File: src/rtl/pll_lock_seq.sv
// pll_lock_seq: PLL lock supervisor and staggered per-domain reset sequencer.
// Optional build macro PLL_TIMEOUT_EN adds a lock timeout that pulses pll_rst.
module pll_lock_seq #(
  parameter int NUM_CH      = 4,
  parameter int FILTER_CYC  = 1024,
  parameter int STAGGER_CYC = 16,
  parameter int HOLD_CYC    = 64,
  parameter int CNT_W       = 8,
  parameter int TIMEOUT_CYC = 65536,
  parameter int PLLRST_CYC  = 32
) (
  input  logic              clkin,
  input  logic              reset,
  input  logic              pll_lock,
  output logic [NUM_CH-1:0] rst_out,
  output logic              ready,
  output logic [CNT_W-1:0]  loss_cnt,
  output logic              pll_rst,
  output logic [2:0]        state
);

  typedef enum logic [2:0] {
    WAIT_LOCK = 3'd0,
    FILTER    = 3'd1,
    RELEASE   = 3'd2,
    RUN       = 3'd3,
    HOLD      = 3'd4,
    PLLRST    = 3'd5
  } state_t;

  localparam int FW = $clog2(FILTER_CYC + 1);
  localparam int SW = $clog2(STAGGER_CYC + 1);
  localparam int HW = $clog2(HOLD_CYC + 1);
  localparam int CW = (NUM_CH > 1) ? $clog2(NUM_CH) : 1;

  localparam logic [FW-1:0] FILT_MAX  = FW'(FILTER_CYC);
  localparam logic [SW-1:0] STAG_LAST = SW'(STAGGER_CYC - 1);
  localparam logic [HW-1:0] HOLD_LAST = HW'(HOLD_CYC - 1);
  localparam logic [CW-1:0] LAST_CH   = CW'(NUM_CH - 1);

  if (NUM_CH < 1 || NUM_CH > 16 || FILTER_CYC < 1 || STAGGER_CYC < 1 ||
      HOLD_CYC < 1 || CNT_W < 1 || TIMEOUT_CYC < 1 || PLLRST_CYC < 1) begin : g_bad_param
    $error("pll_lock_seq: parameter out of range");
  end

  state_t cur, nxt;
  logic [1:0]        sync;
  logic              lock_s;
  logic [FW-1:0]     filt_cnt, filt_nxt;
  logic [SW-1:0]     stag_cnt, stag_nxt;
  logic [CW-1:0]     ch_idx, ch_nxt;
  logic [HW-1:0]     hold_cnt, hold_nxt;
  logic [NUM_CH-1:0] rst_nxt;
  logic              ready_nxt;
  logic [CNT_W-1:0]  loss_nxt;

`ifdef PLL_TIMEOUT_EN
  localparam int TW = $clog2(TIMEOUT_CYC + 1);
  localparam int PW = $clog2(PLLRST_CYC + 1);
  localparam logic [TW-1:0] TO_LAST = TW'(TIMEOUT_CYC - 1);
  localparam logic [PW-1:0] PR_LAST = PW'(PLLRST_CYC - 1);

  logic [TW-1:0] to_cnt, to_nxt;
  logic [PW-1:0] pr_cnt, pr_nxt;
  logic          pll_rst_nxt;
`endif

  assign lock_s = sync[1];
  assign state  = cur;

  always_comb begin
    nxt       = cur;
    rst_nxt   = rst_out;
    ready_nxt = ready;
    loss_nxt  = loss_cnt;
    filt_nxt  = filt_cnt;
    stag_nxt  = stag_cnt;
    ch_nxt    = ch_idx;
    hold_nxt  = hold_cnt;
`ifdef PLL_TIMEOUT_EN
    to_nxt      = to_cnt;
    pr_nxt      = pr_cnt;
    pll_rst_nxt = pll_rst;
`endif

    case (cur)
      WAIT_LOCK: begin
        rst_nxt   = '1;
        ready_nxt = 1'b0;
        if (lock_s) begin
          nxt      = FILTER;
          filt_nxt = FW'(1);
        end
      end

      FILTER: begin
        if (!lock_s) begin
          nxt      = WAIT_LOCK;
          filt_nxt = '0;
        end else if (filt_cnt == FILT_MAX) begin
          filt_nxt   = '0;
          stag_nxt   = '0;
          ch_nxt     = CW'(1);
          rst_nxt[0] = 1'b0;
          if (NUM_CH == 1) begin
            ready_nxt = 1'b1;
            nxt       = RUN;
          end else begin
            nxt = RELEASE;
          end
        end else begin
          filt_nxt = filt_cnt + 1'b1;
        end
      end

      // Lock loss wins over a channel release due on the same edge.
      RELEASE, RUN: begin
        if (!lock_s) begin
          nxt       = HOLD;
          rst_nxt   = '1;
          ready_nxt = 1'b0;
          hold_nxt  = '0;
          if (loss_cnt != {CNT_W{1'b1}}) loss_nxt = loss_cnt + 1'b1;
        end else if (cur == RELEASE) begin
          if (stag_cnt == STAG_LAST) begin
            stag_nxt        = '0;
            rst_nxt[ch_idx] = 1'b0;
            if (ch_idx == LAST_CH) begin
              ready_nxt = 1'b1;
              nxt       = RUN;
            end else begin
              ch_nxt = ch_idx + 1'b1;
            end
          end else begin
            stag_nxt = stag_cnt + 1'b1;
          end
        end
      end

      HOLD: begin
        rst_nxt   = '1;
        ready_nxt = 1'b0;
        if (hold_cnt == HOLD_LAST) nxt = WAIT_LOCK;
        else hold_nxt = hold_cnt + 1'b1;
      end

`ifdef PLL_TIMEOUT_EN
      PLLRST: begin
        rst_nxt   = '1;
        ready_nxt = 1'b0;
        if (pr_cnt == PR_LAST) begin
          nxt         = WAIT_LOCK;
          pll_rst_nxt = 1'b0;
        end else begin
          pr_nxt = pr_cnt + 1'b1;
        end
      end
`endif

      default: begin
        nxt       = WAIT_LOCK;
        rst_nxt   = '1;
        ready_nxt = 1'b0;
      end
    endcase

`ifdef PLL_TIMEOUT_EN
    // A lock that completes filtering on the timeout edge is still honoured.
    if (cur == WAIT_LOCK || cur == FILTER) begin
      if (nxt == RELEASE || nxt == RUN) begin
        to_nxt = '0;
      end else if (to_cnt == TO_LAST) begin
        nxt         = PLLRST;
        to_nxt      = '0;
        pr_nxt      = '0;
        pll_rst_nxt = 1'b1;
        filt_nxt    = '0;
      end else begin
        to_nxt = to_cnt + 1'b1;
      end
    end
`endif
  end

  always_ff @(posedge clkin) begin
    if (reset) begin
      sync     <= '0;
      cur      <= WAIT_LOCK;
      rst_out  <= '1;
      ready    <= 1'b0;
      loss_cnt <= '0;
      filt_cnt <= '0;
      stag_cnt <= '0;
      ch_idx   <= '0;
      hold_cnt <= '0;
    end else begin
      sync     <= {sync[0], pll_lock};
      cur      <= nxt;
      rst_out  <= rst_nxt;
      ready    <= ready_nxt;
      loss_cnt <= loss_nxt;
      filt_cnt <= filt_nxt;
      stag_cnt <= stag_nxt;
      ch_idx   <= ch_nxt;
      hold_cnt <= hold_nxt;
    end
  end

`ifdef PLL_TIMEOUT_EN
  always_ff @(posedge clkin) begin
    if (reset) begin
      to_cnt  <= '0;
      pr_cnt  <= '0;
      pll_rst <= 1'b0;
    end else begin
      to_cnt  <= to_nxt;
      pr_cnt  <= pr_nxt;
      pll_rst <= pll_rst_nxt;
    end
  end
`else
  assign pll_rst = 1'b0;
`endif

endmodule

File: config.mk
export PLATFORM = sky130hd
export DESIGN_NAME = pll_lock_seq
export DESIGN_NICKNAME = d
export VERILOG_FILES = /design/src/rtl/pll_lock_seq.sv
export SDC_FILE = /design/constraint.sdc
export NUM_CORES = 1
export LEC_CHECK = 0
export ABC_AREA = 1
export CELL_PAD_IN_SITES_DETAIL_PLACEMENT = 0
export CELL_PAD_IN_SITES_GLOBAL_PLACEMENT = 1
export CORE_ASPECT_RATIO = 2
export CORE_UTILIZATION = 45
export CTS_CLUSTER_SIZE = 10
export DETAILED_ROUTE_END_ITERATION = 7
export DONT_BUFFER_PORTS = 1
export PLACE_DENSITY_LB_ADDON = 0.12
export SYNTH_ARGS = -nofsm -noshare
export SYNTH_HDL_FRONTEND = slang
export SYNTH_SLANG_ARGS = --single-unit
export TNS_END_PERCENT = 100
File: constraint.sdc
create_clock -name clkin -period 1.61 [get_ports clkin]
set_clock_uncertainty 0.1 [all_clocks]
set_input_delay 0.322 -clock clkin [delete_from_list [all_inputs] [get_ports clkin]]
set_output_delay 0.322 -clock clkin [all_outputs]
set_load 0.02 [all_outputs]
# Word level (Yosys, flattened, before mapping)

Cells that the tools add are included.

Register bits: 43

Muxes and demuxes: 43
Bitwise logic cells: 4
Reduce and logical (&&, ||, !) cells: 15
Add/subtract/negate cells: 5
Order comparisons: 2
Equal/unequal tests: 23

Operator list:

| cell                                                                   | number |
|---|---|
| 11-bit two-way mux                                                     | 3 |
| 5-bit two-way mux                                                      | 5 |
| 3-bit two-way mux                                                      | 8 |
| 11-bit case mux with 2 select lines                                    | 1 |
| 2-bit inequality test (second input constant)                          | 10 |
| 7-bit two-way mux                                                      | 2 |
| 7-bit case mux with 2 select lines                                     | 1 |
| 2-bit two-way mux                                                      | 6 |
| 4-bit two-way mux                                                      | 3 |
| 3-bit inequality test (second input constant)                          | 4 |
| 3-bit case mux with 4 select lines                                     | 1 |
| 11-bit by 1-bit adder with 11-bit output (second input constant)       | 1 |
| 11-bit equality test (second input constant)                           | 1 |
| 5-bit case mux with 2 select lines                                     | 1 |
| 3-bit AND reduction                                                    | 3 |
| 8-bit by 1-bit adder with 8-bit output (second input constant)         | 1 |
| 8-bit inequality test (second input constant)                          | 1 |
| 4-bit AND reduction                                                    | 2 |
| 7-bit by 1-bit adder with 7-bit output (second input constant)         | 1 |
| 7-bit by 6-bit equality test with 1-bit output (second input constant) | 1 |
| 1-bit two-way mux                                                      | 7 |
| 7-bit AND reduction                                                    | 1 |
| 3-bit by 2-bit equality test with 1-bit output (second input constant) | 2 |
| 3-bit case mux with 2 select lines                                     | 1 |
| 21 further kinds                                                       | 25 |

# Depth between registers and ports, before layout

Word-level depth: 10
Gate-level depth with buffers: 11

# Worst setup path before layout

OpenSTA, ideal clock, no wires.

Kind: register to register
Start point: register loss_cnt[0]
End point: register loss_cnt[3]
Path slack: 89 ps
Stages on the path, launching flop included: 9
Data required time: 1378 ps
Arrival time: 1289 ps
Library setup time: 132 ps
Buffers on the path: 0
Path through: dfxtp_1 > ha_1 > inv_1 > nor2_1 > nand2_1 > nand2_4 > nor2_2 > o21ai_1 > a21oi_1

Cells in the longest elaborated chain, start to end: 2
Elaborated cells on any way between the ends: 3

Ends and longest elaborated chain:

| element                                                                        | line | RTL |
|---|---|---|
| start, declared                                                                | 17   | `output logic [CNT_W-1:0] loss_cnt,` |
| start signal, assigned                                                         | 201  | `loss_cnt <= loss_nxt;` |
| branches (longest 2 deep; another with 8-bit by 1-bit adder with 8-bit output) | -    |  |

Several ways; the timed one is not identified.
A chain may end at the register's enable or synchronous reset.

# Worst setup path after layout

Start point: register cur[1] (netlist: state[1])
End point: register stag_cnt[3]

Cells in the longest elaborated chain, start to end: 4
Elaborated cells on any way between the ends: 11

Ends and longest elaborated chain:

| element                                                                      | line    | RTL |
|---|---|---|
| start, declared                                                              | 46      | `state_t cur, nxt;` |
| start signal, assigned                                                       | 198     | `cur <= nxt;` |
| 3-bit by 2-bit equality test with 1-bit output (on tied branches)            | 86, 124 |  |
| 2-bit OR reduction                                                           | 86      | `case (cur)` |
| 2-bit inequality test (no line) / 2-bit nonzero test (equally long branches) | -       |  |
| 5-bit AND reduction (no line)                                                | -       |  |
| end signal, assigned                                                         | 203     | `stag_cnt <= stag_nxt;` |
| end, declared                                                                | 50      | `logic [SW-1:0] stag_cnt, stag_nxt;` |

Several ways; a longest one is shown, not always the timed one.

==> flow_summary.yaml <==
clocking:
  cts_sinks: 43
  cts_buffer_depth: 2
  tritoncts: "done"
  cts_made_buffers: 5
  clk_latency_ns: 0.31
  cts_root_buffer: "clkbuf_8"
  clk_pin_slew_worst_paths_ns: 0.09
  htreeDepth: 2
route:
  first_pass_iters: 4
  avgViaCountPerCell: 5.13
  num_vias: 2218
  drc: 0
  drtIter0Drc: 60
  postRouteAntennaNets: 0
  drt-total-wl_um: 5450
  routedWlPerCell_um: 12.6
yosys:
  syn_avg_cell_area_um2: 6.83
  yosysWarnings: 0
  synth_fp_nets: 352
  syn_inst: 340
  synth_enable_flop_cells: 0
  synth.distinct_cells: 33
  ys.flop_type: "dfxtp_1"
  ys_ff_latch: 43
  syn-cell-area_mm2: 0.00232
  synth_async_sr_flop_share_pct: 0
  yosysSeqAreaShare_pct: 37.1
worst_hold_path:
  hp-class: "in -> reg"
flow_run:
  drv_cap: 0
timing:
  hold_viol_final: 0
  final_max_slew_viol_count: 0
  finalCriticalPeriod_ns: 1.51
  period_share_pct: 93.9
  max_freq_ghz: 0.661
  max_slew.worst_pin.slew_ns: 0.667
  report.final.setup_viol: 0
  hold_ws_ns: 0.0708
  slew_headroom_pct: 55.4
placement:
  port-buffer-count: 0
  place_congestion: 0.737
  dp_cells: 416
  hpwl_um: 4070
final_layout:
  final_core_util_pct: 57.1
  drive_gt1_share_pct: 24.8
  antenna_cells: 0
  area_delta_synth_final_pct: 20.9
  nets: 386
  stdcell_count: 432
power_and_ir_drop:
  irDropWorstVdd_v: 0.000952
  power_density_mw_per_mm2: 1350
  p_leak_uw: 0.00121
global_routing:
  antenna_found_initial: 0
  grt_pass1_vias: 2077
  grt_max_degree: 16
  grt_use_total_pct: 22.2
  overflow: 0
  grt_pass1_wl_um: 9080
worst_setup_path:
  cp.required_ns: 1.70
  cp-end-kind: "flop"
  start_kind: "flop"
  worstPathArrival_ns: 1.61
  crit_type: "reg -> reg"
  path_max_fanout: 7
run_status:
  status: "finished clean"
floorplanning:
  fp.coreArea_mm2: 0.00491
  dieArea_mm2: 0.00547
  num_rows: 36
  chipWidth_um: 52.8
  die_h_um: 104
  ios: 20
  initial_utilization_pct: 47.3
## cells by family (layout without fill, tap and decap cells)
family / after synthesis / in the layout / synth area share [%]
AND/OR/NAND/NOR: 188 / 188 / 37.4
other: 1 / 1 / 0.162
AO/OA/AOI/OAI: 44 / 44 / 10.6
flip-flops: 43 / 43 / 37.1
XOR/XNOR: 4 / 4 / 1.51
adder cells (fa/ha/maj): 9 / 9 / 4.85
buffers and inverters: 51 / 86 / 8.46
## where the power goes
| group | internal, µW | total, µW | switching, µW | leakage, µW |
|---|---|---|---|---|
| registers | 1210 | 1360 | 143 | 0.000352 |
| logic | 660 | 1760 | 1100 | 0.000812 |
| clock network | 297 | 680 | 382 | 0.0000477 |
| total | 2170 | 3790 | 1620 | 0.00121 |
## per-stage QoR
stage               setup slack (ns)  TNS (ns)  cell area [µm²]  total power, µW
global placement             -0.0298    -0.105             2550             2890
finish                        0.0977         0             2810             3790
detailed placement           -0.0243   -0.0529             2550             2890
CTS                         0.000332         0             2650             3590
global route                 -0.0158   -0.0234             2810             4110
floorplan                     0.0892         0             2320             2440
## metal layers
layer / track usage (%) / part of all wire (%)
met1: 22.3 / 39
met5: 0 / 0
met2: 40.3 / 55
met4: 9.21 / 2.7
met3: 5.43 / 2.6
## cell usage after synthesis, types with 3 or more instances
| master | count | area, µm² |
|---|---|---|
| clkbuf_1 | 3 | 11.3 |
| nand4_1 | 9 | 56.3 |
| nand2_2 | 4 | 25.0 |
| nor2_1 | 40 | 150 |
| ha_1 | 9 | 113 |
| nor3_1 | 9 | 45.0 |
| dfxtp_1 | 43 | 861 |
| inv_1 | 34 | 128 |
| nand2_1 | 85 | 319 |
| o21ai_1 | 4 | 20.0 |
| xor2_1 | 4 | 35.0 |
| nand3_1 | 26 | 130 |
| o21ai_0 | 12 | 60.1 |
| a21oi_1 | 23 | 115 |
| inv_2 | 11 | 41.3 |
## final timing paths
path / slack (ns) / cells after the start / end / from
setup reg to reg: 0.1 / 8 / stag_cnt[3] / state[1]
hold reg to reg: 0.32 / 2 / sync[1] / sync[0]
setup / recovery: 0.1 / 8 / stag_cnt[3] / state[1]
hold / removal: 0.07 / 2 / hold_cnt[4] / reset
## area by class of cell
cell class                 count  area (µm²)
clock buffer                   5        68.8
clock inverter                 3        15.0
fill                         495        2100
inverter                      46         173
multi-input combinational    246        1360
sequential                    43         871
tap                           57        71.3
timing repair buffer          32         245
## flip-flops by register name, summed over array words and instances, names as in the netlist
register,count
loss_cnt,8
ch_idx,2
ready,1
state,3
hold_cnt,7
filt_cnt,11
rst_out,4
sync,2
stag_cnt,5
## layout by cell type (no fill, tap or decap), types with 2 or more instances in the layout
cell and instances:
o21ai_1 4, nand3_2 4, dfxtp_1 37, xor2_1 4
nand3_1 22, buf_4 30, nand2_4 5, nor2_1 35
o21ai_0 11, inv_1 33, nor3_1 9, nor2_4 4
nand2_2 7, nand3b_1 2, nor2_2 5, clkinv_2 3
nand2_1 79, inv_2 13, o21ai_2 2, nand4_1 9
clkbuf_8 5, nor3b_2 2, ha_1 8, a21oi_1 22
dlygate4sd3_1 2, dfxtp_2 5, nand3_4 2
## critical path, cell delays in order, from the launching register on
cell and delay, ns:
dfxtp_4 0.37, inv_2 0.06, nor2_4 0.17, nand2_2 0.09
a21oi_4 0.28, buf_4 0.17, nand3_1 0.07, nand2_1 0.06
a21oi_1 0.03
## repair_timing
action,4_1_cts,5_1_grt
buffers inserted,0,6
hold buffers,1,1
setup endpoints to repair,6,30
gates resized for setup,1,34
pin swaps,0,9
endpoints found under the hold margin,15,1
Note: power is estimated with default switching activity, not from simulation.
